===== src/rtl/sfifo_level.sv =====
// sfifo_level: single-clock FIFO with fill level, programmable
// almost-full/empty thresholds, sticky error flags and FWFT option.
module sfifo_level #(
  parameter int DSIZE     = 8,
  parameter int ASIZE     = 4,
  parameter int AF_THRESH = 2**ASIZE-2,
  parameter int AE_THRESH = 2,
  parameter int FWFT      = 0
) (
  input  logic             clk,
  input  logic             rst,
  input  logic [DSIZE-1:0] wr_data,
  input  logic             wr_inc,
  output logic             wr_full,
  output logic             wr_almost_full,
  output logic             wr_overflow,
  input  logic             rd_inc,
  output logic [DSIZE-1:0] rd_data,
  output logic             rd_empty,
  output logic             rd_almost_empty,
  output logic             rd_underflow,
  input  logic             clr_err,
  output logic [ASIZE:0]   level
);

  localparam int LW = ASIZE + 1;
  localparam logic [LW-1:0] DEPTH = LW'(2**ASIZE);
  localparam logic [LW-1:0] AFT   = LW'(AF_THRESH);
  localparam logic [LW-1:0] AET   = LW'(AE_THRESH);
  localparam logic          AF_RST = (AF_THRESH == 0);

  logic [DSIZE-1:0] mem [2**ASIZE];

  logic [LW-1:0] wr_ptr_q, wr_ptr_d;
  logic [LW-1:0] rd_ptr_q, rd_ptr_d;
  logic [LW-1:0] level_q, level_d;
  logic          full_q, full_d;
  logic          empty_q, empty_d;
  logic          afull_q, afull_d;
  logic          aempty_q, aempty_d;
  logic          ovf_q, ovf_d;
  logic          udf_q, udf_d;
  logic          wa, ra;

  always_comb begin
    wa       = wr_inc & ~full_q;
    ra       = rd_inc & ~empty_q;
    wr_ptr_d = wr_ptr_q + LW'(wa);
    rd_ptr_d = rd_ptr_q + LW'(ra);
    level_d  = level_q + LW'(wa) - LW'(ra);
    full_d   = (level_d == DEPTH);
    empty_d  = (level_d == '0);
    afull_d  = (level_d >= AFT);
    aempty_d = (level_d <= AET);
    // a new error outranks a clear on the same edge
    ovf_d    = (ovf_q & ~clr_err) | (wr_inc & full_q);
    udf_d    = (udf_q & ~clr_err) | (rd_inc & empty_q);
  end

  always_ff @(posedge clk or negedge rst) begin
    if (!rst) begin
      wr_ptr_q <= '0;
      rd_ptr_q <= '0;
      level_q  <= '0;
      full_q   <= 1'b0;
      empty_q  <= 1'b1;
      afull_q  <= AF_RST;
      aempty_q <= 1'b1;
      ovf_q    <= 1'b0;
      udf_q    <= 1'b0;
    end else begin
      wr_ptr_q <= wr_ptr_d;
      rd_ptr_q <= rd_ptr_d;
      level_q  <= level_d;
      full_q   <= full_d;
      empty_q  <= empty_d;
      afull_q  <= afull_d;
      aempty_q <= aempty_d;
      ovf_q    <= ovf_d;
      udf_q    <= udf_d;
    end
  end

  always_ff @(posedge clk) begin
    if (wa) mem[wr_ptr_q[ASIZE-1:0]] <= wr_data;
  end

  generate
    if (FWFT != 0) begin : g_fwft
      assign rd_data = mem[rd_ptr_q[ASIZE-1:0]];
    end else begin : g_reg
      logic [DSIZE-1:0] rdata_q;
      always_ff @(posedge clk or negedge rst) begin
        if (!rst) rdata_q <= '0;
        else if (ra) rdata_q <= mem[rd_ptr_q[ASIZE-1:0]];
      end
      assign rd_data = rdata_q;
    end
  endgenerate

  logic unused_ptr_msb;
  assign unused_ptr_msb = wr_ptr_q[ASIZE] ^ rd_ptr_q[ASIZE];

  assign wr_full         = full_q;
  assign wr_almost_full  = afull_q;
  assign wr_overflow     = ovf_q;
  assign rd_empty        = empty_q;
  assign rd_almost_empty = aempty_q;
  assign rd_underflow    = udf_q;
  assign level           = level_q;

endmodule

===== config.mk =====
export PLATFORM = sky130hd
export DESIGN_NAME = sfifo_level
export DESIGN_NICKNAME = d
export VERILOG_FILES = /design/src/rtl/sfifo_level.sv
export SDC_FILE = /design/constraint.sdc
export NUM_CORES = 1
export LEC_CHECK = 0
export ABC_CLOCK_PERIOD_IN_PS = 3290
export CAP_MARGIN = 20
export CORE_ASPECT_RATIO = 1.1
export CORE_UTILIZATION = 35
export DETAILED_ROUTE_END_ITERATION = 7
export HOLD_SLACK_MARGIN = 0.06
export PLACE_DENSITY = 0.51
export SLEW_MARGIN = 25
export SYNTH_ARGS = -nofsm -noshare
export SYNTH_HDL_FRONTEND = slang
export SYNTH_SLANG_ARGS = --single-unit

===== constraint.sdc =====
create_clock -name clk -period 3.29 [get_ports clk]
set_input_delay 0.329 -clock clk [delete_from_list [all_inputs] [get_ports clk]]
set_output_delay 0.329 -clock clk [all_outputs]
set_load 0.05 [all_outputs]

==> flow_results.org <==
** Run status
- Run status :: finished, final reports clean

** Floorplanning
- For this configuration, the core starts out at a cell density of 36.1%.
- The floorplan step set the die height to 141 um.
- Die footprint :: 0.0182 sq mm
- In this run the core area contains 50 standard-cell rows.
- Area of the core region :: 0.0171 sq mm
- Width of the chip :: 129 um
- During I/O placement, the number of pins put on the boundary was 32.

** GRT
- The via count of the first global-routing pass came to 3,366.
- The initial antenna violation count came to 0.
- Largest net degree at the start of global routing :: 37
- Global-route wire length before repair :: 20.7 mm
- Summed over all layers, the global routing overflow is 0.
- Total Routing Usage GR :: 16.2%

** Timing
- The final number of max-transition violations came to 0.
- Of the available clock period, the critical path in the final layout requires 72.4%.
- Hold_ws :: 0.389 ns
- Minimum clock period :: 2.38 ns
- Hold Vio Cnt, Final :: 0
- Unrepaired setup endpoints after global routing :: no
- For the pin with the worst max-slew slack, the measured transition is 0.835 ns.
- Derived from the worst setup path, the maximum achievable clock frequency is 420 MHz.
- Final clock skew :: 0.0104 ns
- Final setup vio count :: 0
- Measured against its own limit, the worst slew margin works out to 44.4%.
- Adding up every negative setup slack in the final design gives 0 ns.

** Routing
- Detailed-router iteration count before antenna repair :: 4
- For this block, the routed nets add up to 13.4 mm of wire.
- After detailed routing, the average wire length per cell comes to 19.6 um.
- In the routed design, unresolved DRC markers number 0.
- Summing over every cut layer, the via total after detailed routing is 3,300.
- First-iteration detailed-routing DRC count :: 270
- Final ANT Viol Nets :: 0
- Dividing the detail-routed via count by the number of cells gives 4.83.

** Clock network
- H-tree Lvls :: 4
- After clock tree synthesis, the clock-pin slew on the worst setup and hold paths is 0.06 ns.
- The number of gates resized after CTS was 0.
- Post-CTS timing repair inserted 0 buffers for setup.
- Number of hold buffers added after CTS :: 0
- The tree built by TritonCTS fans out to 155 sinks.
- TritonCTS clock tree :: built
- In this run the clock root is driven by a clkbuf_16.
- In this run the deepest clock path goes through 2 buffers.
- Number of CTS-inserted buffers :: 17
- Clock latency on the worst-skew pair, taken at its later pin, is 0.42 ns.

** Worst setup path
- Of all nets on the critical path, the largest fanout is 5.
- STA classifies the critical path startpoint as a register.
- On the worst path, the slowest cell contributes a delay of 0.54 ns.
- STA classifies the critical path endpoint as a register.
- CP cell instances :: nor2b_1, nand2_1, nand2_1, ha_1, fa_1, a21o_1, a21oi_2, xnor2_2, a2111oi_2
- For flop-to-flop paths, the worst setup slack is 0.91 ns.
- Path type of the worst setup path :: reg -> reg
- Most common cell on crit path :: nand2_1
- Worst EP required :: 3.61 ns
- CP arrival :: 2.70 ns
- Cell with the largest stage delay on the worst path :: dfstp_2
- Depth of the worst register-to-register path :: 9

** Final layout
- Layout cells sized above 1 :: 13.1%
- Final design instance area without fill :: 0.00743 sq mm
- Number of antenna cells inserted :: 0
- From synthesis to final layout, the design area changed by 20.2%.
- The net count of the finished layout is 457.

** Logic synthesis
- During synthesis, Yosys emitted a total of 0 warnings.
- Fraction of the yosys area taken by sequential cells :: 73.1%
- A synthesized cell averages 16.1 sq um.
- Register bit total from synthesis :: 155
- Number of library cell types mapped by synthesis :: 33
- After technology mapping, the gate count stands at 384.
- Summing every instance area after synthesis gives 0.00618 sq mm.
- Synthesis produced a netlist with a net count of 405.

** Placed design
- Post-detailed-placement half-perimeter wirelength :: 8.25 mm
- In this run the tool buffered the top-level ports with 31 buffer cells.
- Once placement finished, the instance area stood at 0.00686 sq mm.
- The congestion estimate from routability-driven global placement came to 0.755.

** Hold path
- Worst Hold Class :: in -> async

** Job
- Max-cap viol count :: 0

** Pwr
- Total power for the finished layout comes to 7.25 mW.
- Worst supply voltage drop on vdd :: 0.407 mV
- For this design the ratio of total power to cell area is 976 mW/mm^2.
- The analysis attributes to cell leakage a power of 2.71 nW.
## area by class of cell
class | count | area (sq um)
flip-flops and latches | 155 | 4530
fillers | 1568 | 9710
repair buffers | 53 | 488
inverters | 6 | 22.5
clock inverters | 13 | 143
clock buffers | 19 | 433
well taps | 234 | 293
multi-input cells | 203 | 1530
## worst paths after layout
check	start	endpoint
max in group asynchronous	rst	rd_data[5]
max reg2reg	rd_empty	rd_almost_empty
max	rd_empty	rd_almost_empty
min reg2reg	rd_data[6]	rd_data[6]
min in group clk	rd_data[6]	rd_data[6]
min	rst	level[2]
## power by group
group	internal [mW]	total [mW]	switching, mW
logic	0.983	2.52	1.54
registers	2.50	2.84	0.341
clock network	1.12	1.89	0.771
## synth_stat cells (all sizes together)
library cell,n,area (sq um)
a21oi,10,53.8
nor2b,3,18.8
edfxtp,128,3840
ha,7,87.6
fa,1,20.0
dfstp,2,52.6
inv,6,22.5
xor2,3,26.3
o21ai,2,10.0
a31o,1,8.76
buf,16,97.6
xnor2,6,67.6
nor3b,1,7.51
a22oi,24,180
a2111oi,1,15.0
nand3b,1,7.51
nor3,5,25.0
and2,2,12.5
clkbuf,4,15.0
nand2b,4,25.0
mux2i,64,641
dfrtp,25,626
or3,2,12.5
nor2,14,52.6
a21o,2,15.0
nand3,11,55.1
nand2,23,86.3
nand4,16,100
## critical path: cells and delay by family, from the launching register on
kind	cells	cell delay, ns
adders and majority gates	2	0.62
AOI/OAI and AO/OA	3	0.70
DFF	1	0.54
xor gates and xnor gates	1	0.14
and+or+nand+nor	3	0.26
## per-layer routing
layer	track usage, %	wire length (um)
met1	22.4	6250
met2	24.5	6360
met3	4.07	614
met4	5.94	170
met5	0	0
## registers in the layout (all words and copies together), names as in the netlist
signal / cells
mem: 128
rd_data: 8
level: 5
rd_ptr_q: 4
wr_ptr_q: 4
rd_almost_empty: 1
rd_empty: 1
rd_underflow: 1
wr_almost_full: 1
wr_full: 1
wr_overflow: 1
## metrics by stage
| stage | std cells | utilization, % | setup slack [ns] |
|---|---|---|---|
| after floorplan | 384 | - | 0.506 |
| after global placement | 651 | 40.0 | 0.591 |
| after detailed placement | 651 | 40.0 | 0.539 |
| after CTS | 683 | 43.4 | 0.889 |
| after global routing | 683 | 43.4 | 0.728 |
| final | 683 | 43.4 | 0.908 |
## cell usage in the layout (no fill, tap or decap), drive strengths merged, types with 3 or more instances in the layout
master | netlist | final
edfxtp | 128 | 128
clkinv | 0 | 5
nand3 | 11 | 11
ha | 7 | 7
clkbuf | 4 | 19
nor3 | 5 | 5
buf | 16 | 22
xor2 | 3 | 3
clkdlybuf4s50 | 0 | 31
nor2 | 14 | 14
a22oi | 24 | 24
a21oi | 10 | 10
xnor2 | 6 | 6
nand2b | 4 | 4
nand2 | 23 | 23
nand4 | 16 | 16
inv | 6 | 10
mux2i | 64 | 64
dfrtp | 25 | 25
nor2b | 3 | 3
## cell families after synthesis
group                      after synthesis  synth area share, %
DFF                                    155                 73.1
and+or+nand+nor                         82                 6.51
muxes                                   64                 10.4
AOI/OAI and AO/OA                       40                 4.57
buffers and inverters                   26                 2.18
xor gates and xnor gates                 9                 1.52
adders and majority gates                8                 1.74
No activity file was read; power rests on OpenSTA's default activity.
